## config.mk

```make
export PLATFORM = sky130hd
export DESIGN_NAME = ttt_turn_ctrl
export DESIGN_NICKNAME = d
export VERILOG_FILES = /design/src/rtl/ttt_turn_ctrl.sv
export SDC_FILE = /design/constraint.sdc
export NUM_CORES = 1
export LEC_CHECK = 0
export ABC_CLOCK_PERIOD_IN_PS = 3000
export BUFFER_PORTS_ARGS = -buffer_cell sky130_fd_sc_hd__buf_2
export CAP_MARGIN = 20
export CORE_UTILIZATION = 35
export DETAILED_ROUTE_END_ITERATION = 7
export PLACE_DENSITY = 0.5
export SETUP_SLACK_MARGIN = 0.2
export SLEW_MARGIN = 20
export SYNTH_ARGS = -nofsm -noshare
export SYNTH_HDL_FRONTEND = slang
export SYNTH_SLANG_ARGS = --single-unit
```

## constraint.sdc

```tcl
create_clock -name clock -period 3 [get_ports clock]
set_input_delay 0.3 -clock clock [delete_from_list [all_inputs] [get_ports clock]]
set_output_delay 0.3 -clock clock [all_outputs]
set_load 0.05 [all_outputs]
```

## src/rtl/ttt_turn_ctrl.sv

```systemverilog
// ttt_turn_ctrl: tic-tac-toe turn sequencer driving a 9-box board register bank
// Ports: clock/reset (sync, active-high); start, move_valid, move_sel[3:0] requests;
// pos1..pos9 board contents from the bank; playerID/en[8:0] bank write controls;
// board_clr, illegal, timeout pulses; game_over, winner[1:0], move_count[3:0] status.
module ttt_turn_ctrl #(
  parameter int unsigned TIMEOUT_CYCLES = 50000000,
  parameter logic [1:0] FIRST_PLAYER = 2'b01
) (
  input  logic       clock,
  input  logic       reset,
  input  logic       start,
  input  logic       move_valid,
  input  logic [3:0] move_sel,
  input  logic [1:0] pos1,
  input  logic [1:0] pos2,
  input  logic [1:0] pos3,
  input  logic [1:0] pos4,
  input  logic [1:0] pos5,
  input  logic [1:0] pos6,
  input  logic [1:0] pos7,
  input  logic [1:0] pos8,
  input  logic [1:0] pos9,
  output logic [1:0] playerID,
  output logic [8:0] en,
  output logic       board_clr,
  output logic       illegal,
  output logic       timeout,
  output logic       game_over,
  output logic [1:0] winner,
  output logic [3:0] move_count
);
  localparam int TW = $clog2(TIMEOUT_CYCLES);
  localparam logic [TW-1:0] RELOAD = TW'(TIMEOUT_CYCLES - 1);
  typedef enum logic [2:0] {IDLE, CLEAR, WAIT_MOVE, WRITE, CHECK, DONE} state_t;
  state_t state_q, state_d;
  logic [1:0] player_q, player_d, winner_q, winner_d;
  logic [8:0] en_q, en_d;
  logic [3:0] count_q, count_d;
  logic [TW-1:0] timer_q, timer_d;
  logic clr_q, clr_d, illegal_q, illegal_d, timeout_q, timeout_d, over_q, over_d;
  logic [8:0][1:0] b;
  logic [8:0] empty, mine, sel_oh;
  logic legal, win;
  assign b = {pos9, pos8, pos7, pos6, pos5, pos4, pos3, pos2, pos1};
  for (genvar i = 0; i < 9; i++) begin : g_box
    assign empty[i] = b[i] == 2'b00;
    assign mine[i] = b[i] == player_q;
  end
  // move_sel of 0 or 10..15 shifts the bit out of the 9-bit window, so it can never be legal
  assign sel_oh = 9'b1 << (move_sel - 4'd1);
  assign legal = |(sel_oh & empty);
  assign win = (mine[0] & mine[1] & mine[2]) | (mine[3] & mine[4] & mine[5]) |
               (mine[6] & mine[7] & mine[8]) | (mine[0] & mine[3] & mine[6]) |
               (mine[1] & mine[4] & mine[7]) | (mine[2] & mine[5] & mine[8]) |
               (mine[0] & mine[4] & mine[8]) | (mine[2] & mine[4] & mine[6]);
  always_comb begin
    state_d = state_q;
    player_d = player_q;
    winner_d = winner_q;
    count_d = count_q;
    timer_d = timer_q;
    en_d = '0;
    clr_d = 1'b0;
    illegal_d = 1'b0;
    timeout_d = 1'b0;
    case (state_q)
      IDLE, DONE: begin
        state_d = start ? CLEAR : state_q;
        clr_d = start;
      end
      CLEAR: begin
        state_d = WAIT_MOVE;
        player_d = FIRST_PLAYER;
        winner_d = 2'b00;
        count_d = '0;
        timer_d = RELOAD;
      end
      WAIT_MOVE: begin
        timer_d = timer_q - 1'b1;
        if (move_valid && legal) begin
          state_d = WRITE;
          en_d = sel_oh;
        end else begin
          illegal_d = move_valid;
          if (timer_q == '0) begin
            timeout_d = 1'b1;
            player_d = player_q ^ 2'b11;
            timer_d = RELOAD;
          end
        end
      end
      WRITE: begin
        state_d = CHECK;
        count_d = count_q + 4'd1;
      end
      CHECK: begin
        state_d = (win || count_q == 4'd9) ? DONE : WAIT_MOVE;
        winner_d = win ? player_q : 2'b00;
        player_d = (win || count_q == 4'd9) ? player_q : player_q ^ 2'b11;
        timer_d = RELOAD;
      end
      default: state_d = IDLE;
    endcase
    over_d = state_d == DONE;
  end
  always_ff @(posedge clock) begin
    if (reset) begin
      state_q <= IDLE;
      player_q <= FIRST_PLAYER;
      winner_q <= 2'b00;
      count_q <= '0;
      timer_q <= RELOAD;
      en_q <= '0;
      clr_q <= 1'b0;
      illegal_q <= 1'b0;
      timeout_q <= 1'b0;
      over_q <= 1'b0;
    end else begin
      state_q <= state_d;
      player_q <= player_d;
      winner_q <= winner_d;
      count_q <= count_d;
      timer_q <= timer_d;
      en_q <= en_d;
      clr_q <= clr_d;
      illegal_q <= illegal_d;
      timeout_q <= timeout_d;
      over_q <= over_d;
    end
  end
  assign playerID = player_q;
  assign en = en_q;
  assign board_clr = clr_q;
  assign illegal = illegal_q;
  assign timeout = timeout_q;
  assign game_over = over_q;
  assign winner = winner_q;
  assign move_count = count_q;
endmodule

```

==> metrics.cfg <==
[worst_setup_path]
worst-setup-path-type = flop to flop
cp_max_fo = 10
endpoint = timer_q[10]
r2r-end = timer_q[10]
critical_path.startpoint = timer_q[0]
arrival_ns = 2.70
end_kind = flop
required_ns = 3.20
rr_worst_depth = 9
r2r_slack_ns = 0.50
startpoint_type = flop
timing.rr.start = timer_q[0]

[pwr]
clkPwrFrac_pct = 28.5
pwr-share-seq_pct = 54.8
switchingPower_uw = 383
internal_power_uw = 923
p_per_area_nw_per_um2 = 411
pwr-share-comb_pct = 16.7
p_leak_uw = 0.00125
p_sw_share_pct = 29.3
ir_drop_uv = 216
finalPower_uw = 1310

[timing]
rsz0062_at_grt = false
final-hold-violation-count = 0
layout_setup_ws_ns = 0.501
maxSlewHeadroom_pct = 49.4
clock_skew_ns = 0.0111
fmax_ghz = 0.400
final.setup.tns_ns = 0
setup_viol = 0
layout_min_cycle_time_ns = 2.50
slew_viol_final = 0
tightest_slew_ns = 0.750
min_period_over_period_pct = 83.3

[placement]
dp.cells = 475
dpl_worst_slack_ns = 0.455
gp_congestion = 0.797
dpl.hpwl_um = 4890
portBuffers = 46

[synthesis]
synth_area_leaders = dfxtp_1 (36%), nor2_1 (4.8%), nor3_1 (4.5%)
ys_seq_area_share_pct = 35.8
synth.distinct_cells = 59
yosys.area.top_type = dfxtp_1
yosysTopAreaCellShare_pct = 35.8
ys_seq_elements = 50
synth_area_um2 = 2790
synth_flop_cell = dfxtp_1
avgSynthCellArea_um2 = 8.24
synth_edf_count = 0
async_flop_share_pct = 0
syn_inst = 339
yosysWarnings = 0
synthesis.nets = 368

[die]
initial_core_util_pct = 36.2
io_pins = 47
die_y_um = 91.3
die_width_um = 91.3
die_area_um2 = 8340
rows = 32
core_area_um2 = 7730

[route]
via_per_inst = 5.29
drc = 0
drt-pass1-iter-count = 4
wl_per_cell_um = 13.9
vias = 2552
totalWireLength_um = 6700
antenna_left = 0
drt_iter0_drc = 100

[grt]
antenna_found_initial = 0
grt_pass1_vias = 2448
grt_max_degree = 24
grt_overflow = 0
grt.total_usage_pct = 17.4
grt_pass1_wl_um = 11800

[status]
status = finished clean

[worst_hold_path]
min_path_type = primary input to flop
min_from = move_valid

[clock_network]
clk_pin_slew_ns = 0.09
cts_sinks = 50
cts_setup_buffers = 0
cts_buffers = 5
clock_path_buffers = 2
cts-hold-fix-buffers = 0
cts_root_buffer = clkbuf_8
cts_tree = done
clock_latency_ns = 0.30
cts_max_level = 2

[layout]
stdcell_count = 482
drive_above_1_share_pct = 20.0
post-route-util_pct = 41.1
syn2layout_area_growth_pct = 13.6
final_common_cell = dfxtp_1
finalNetCount = 409
num_antenna_cells = 0
mostFrequentLayoutCells = dfxtp_1 (48), buf_2 (46), nor2_1 (36), nand2_1 (28), nor3_1 (25)

[job]
cap_violations = 0

critical path, cell delays in order (launching register included):
cell     delay [ns]
dfxtp_1        0.35
inv_1          0.06
ha_1           0.15
or3b_1         0.42
nor2_1         0.29
nand3_4        0.16
nor3_4         0.26
a21o_1         0.34
nor4_1         0.09
a211o_1        0.26
power by group through the flow:
stage	registers, µW	clock network, µW	logic, µW
CTS	715	389	219
global route	721	416	244
finish	716	372	217
detailed placement	731	0	218
global placement	730	0	218
floorplan	721	0	153
repair_timing:
item / in CTS / in global routing
endpoints found under the setup margin: 0 / 3
hold endpoints to repair: 0 / 0
gates resized for setup: 0 / 2
layout make-up:
class                      count  area, µm²
tap                          102        128
clock buffer                   7       76.3
timing repair buffer          48        245
fill                         817       4550
multi-input combinational    269       1700
sequential                    50       1000
inverter                       6       22.5
worst min path at each step:
stage	to	slack, ns	cells past startpoint
after floorplan	illegal	0.42	2
after global placement	winner[0]	0.47	1
after detailed placement	winner[1]	0.47	1
after CTS	illegal	0.26	3
after global routing	board_clr	0.27	2
final	illegal	0.27	3
routing by layer:
metal  wire length (µm)  global-route usage, %  vias to the layer above  share of wire, %
met5                  0                      0                        -                 0
met4                119                   6.48                        0               1.8
met3                215                   2.76                        9               3.2
met2               2890                   27.1                       44                43
met1               3470                   24.1                     1182                52
li1                   -                      -                     1317                 -
registers in the layout, summed over array words and instances, names as in the netlist:
signal / flops
game_over: 1
move_count: 4
winner: 2
playerID: 2
timeout: 1
en: 9
state_q: 3
board_clr: 1
timer_q: 26
illegal: 1
Yosys cell counts, types with 3 or more instances:
library cell and number:
and3_1 17, and2_1 3, o21ai_1 10, or2_2 3, or4_1 3, nor2_1 36, nand2_1 28, or4_4 3
nor4_1 7, ha_1 3, nor3b_1 5, nor2b_1 4, a211oi_1 3, o31ai_1 4, buf_2 3, a31oi_1 4
o21ai_0 10, or3_1 6, xnor2_1 7, a21oi_1 12, nand2b_1 12, a21o_1 3, xor2_1 11, inv_1 5
o22ai_1 9, clkbuf_1 8, nor3_1 25, a211o_1 4, dfxtp_1 50
logic make-up after synthesis:
| logic type | share of synthesized area (%) |
|---|---|
| multiplexers | 0.358 |
| flip-flops | 35.8 |
| buffers and inverters | 3.36 |
| AND/OR/NAND/NOR | 34.1 |
| XOR/XNOR | 5.64 |
| AO/OA/AOI/OAI | 19.3 |
| adder cells (fa/ha/maj) | 1.34 |
stage by stage:
stage	hold WS (ns)	area, µm²
2_1_floorplan	0.418	2790
3_3_place_gp	0.466	3100
3_5_place_dp	0.466	3100
4_1_cts	0.259	3170
5_1_grt	0.269	3170
6_report	0.275	3170
Note: power is estimated with default switching activity, not from simulation.
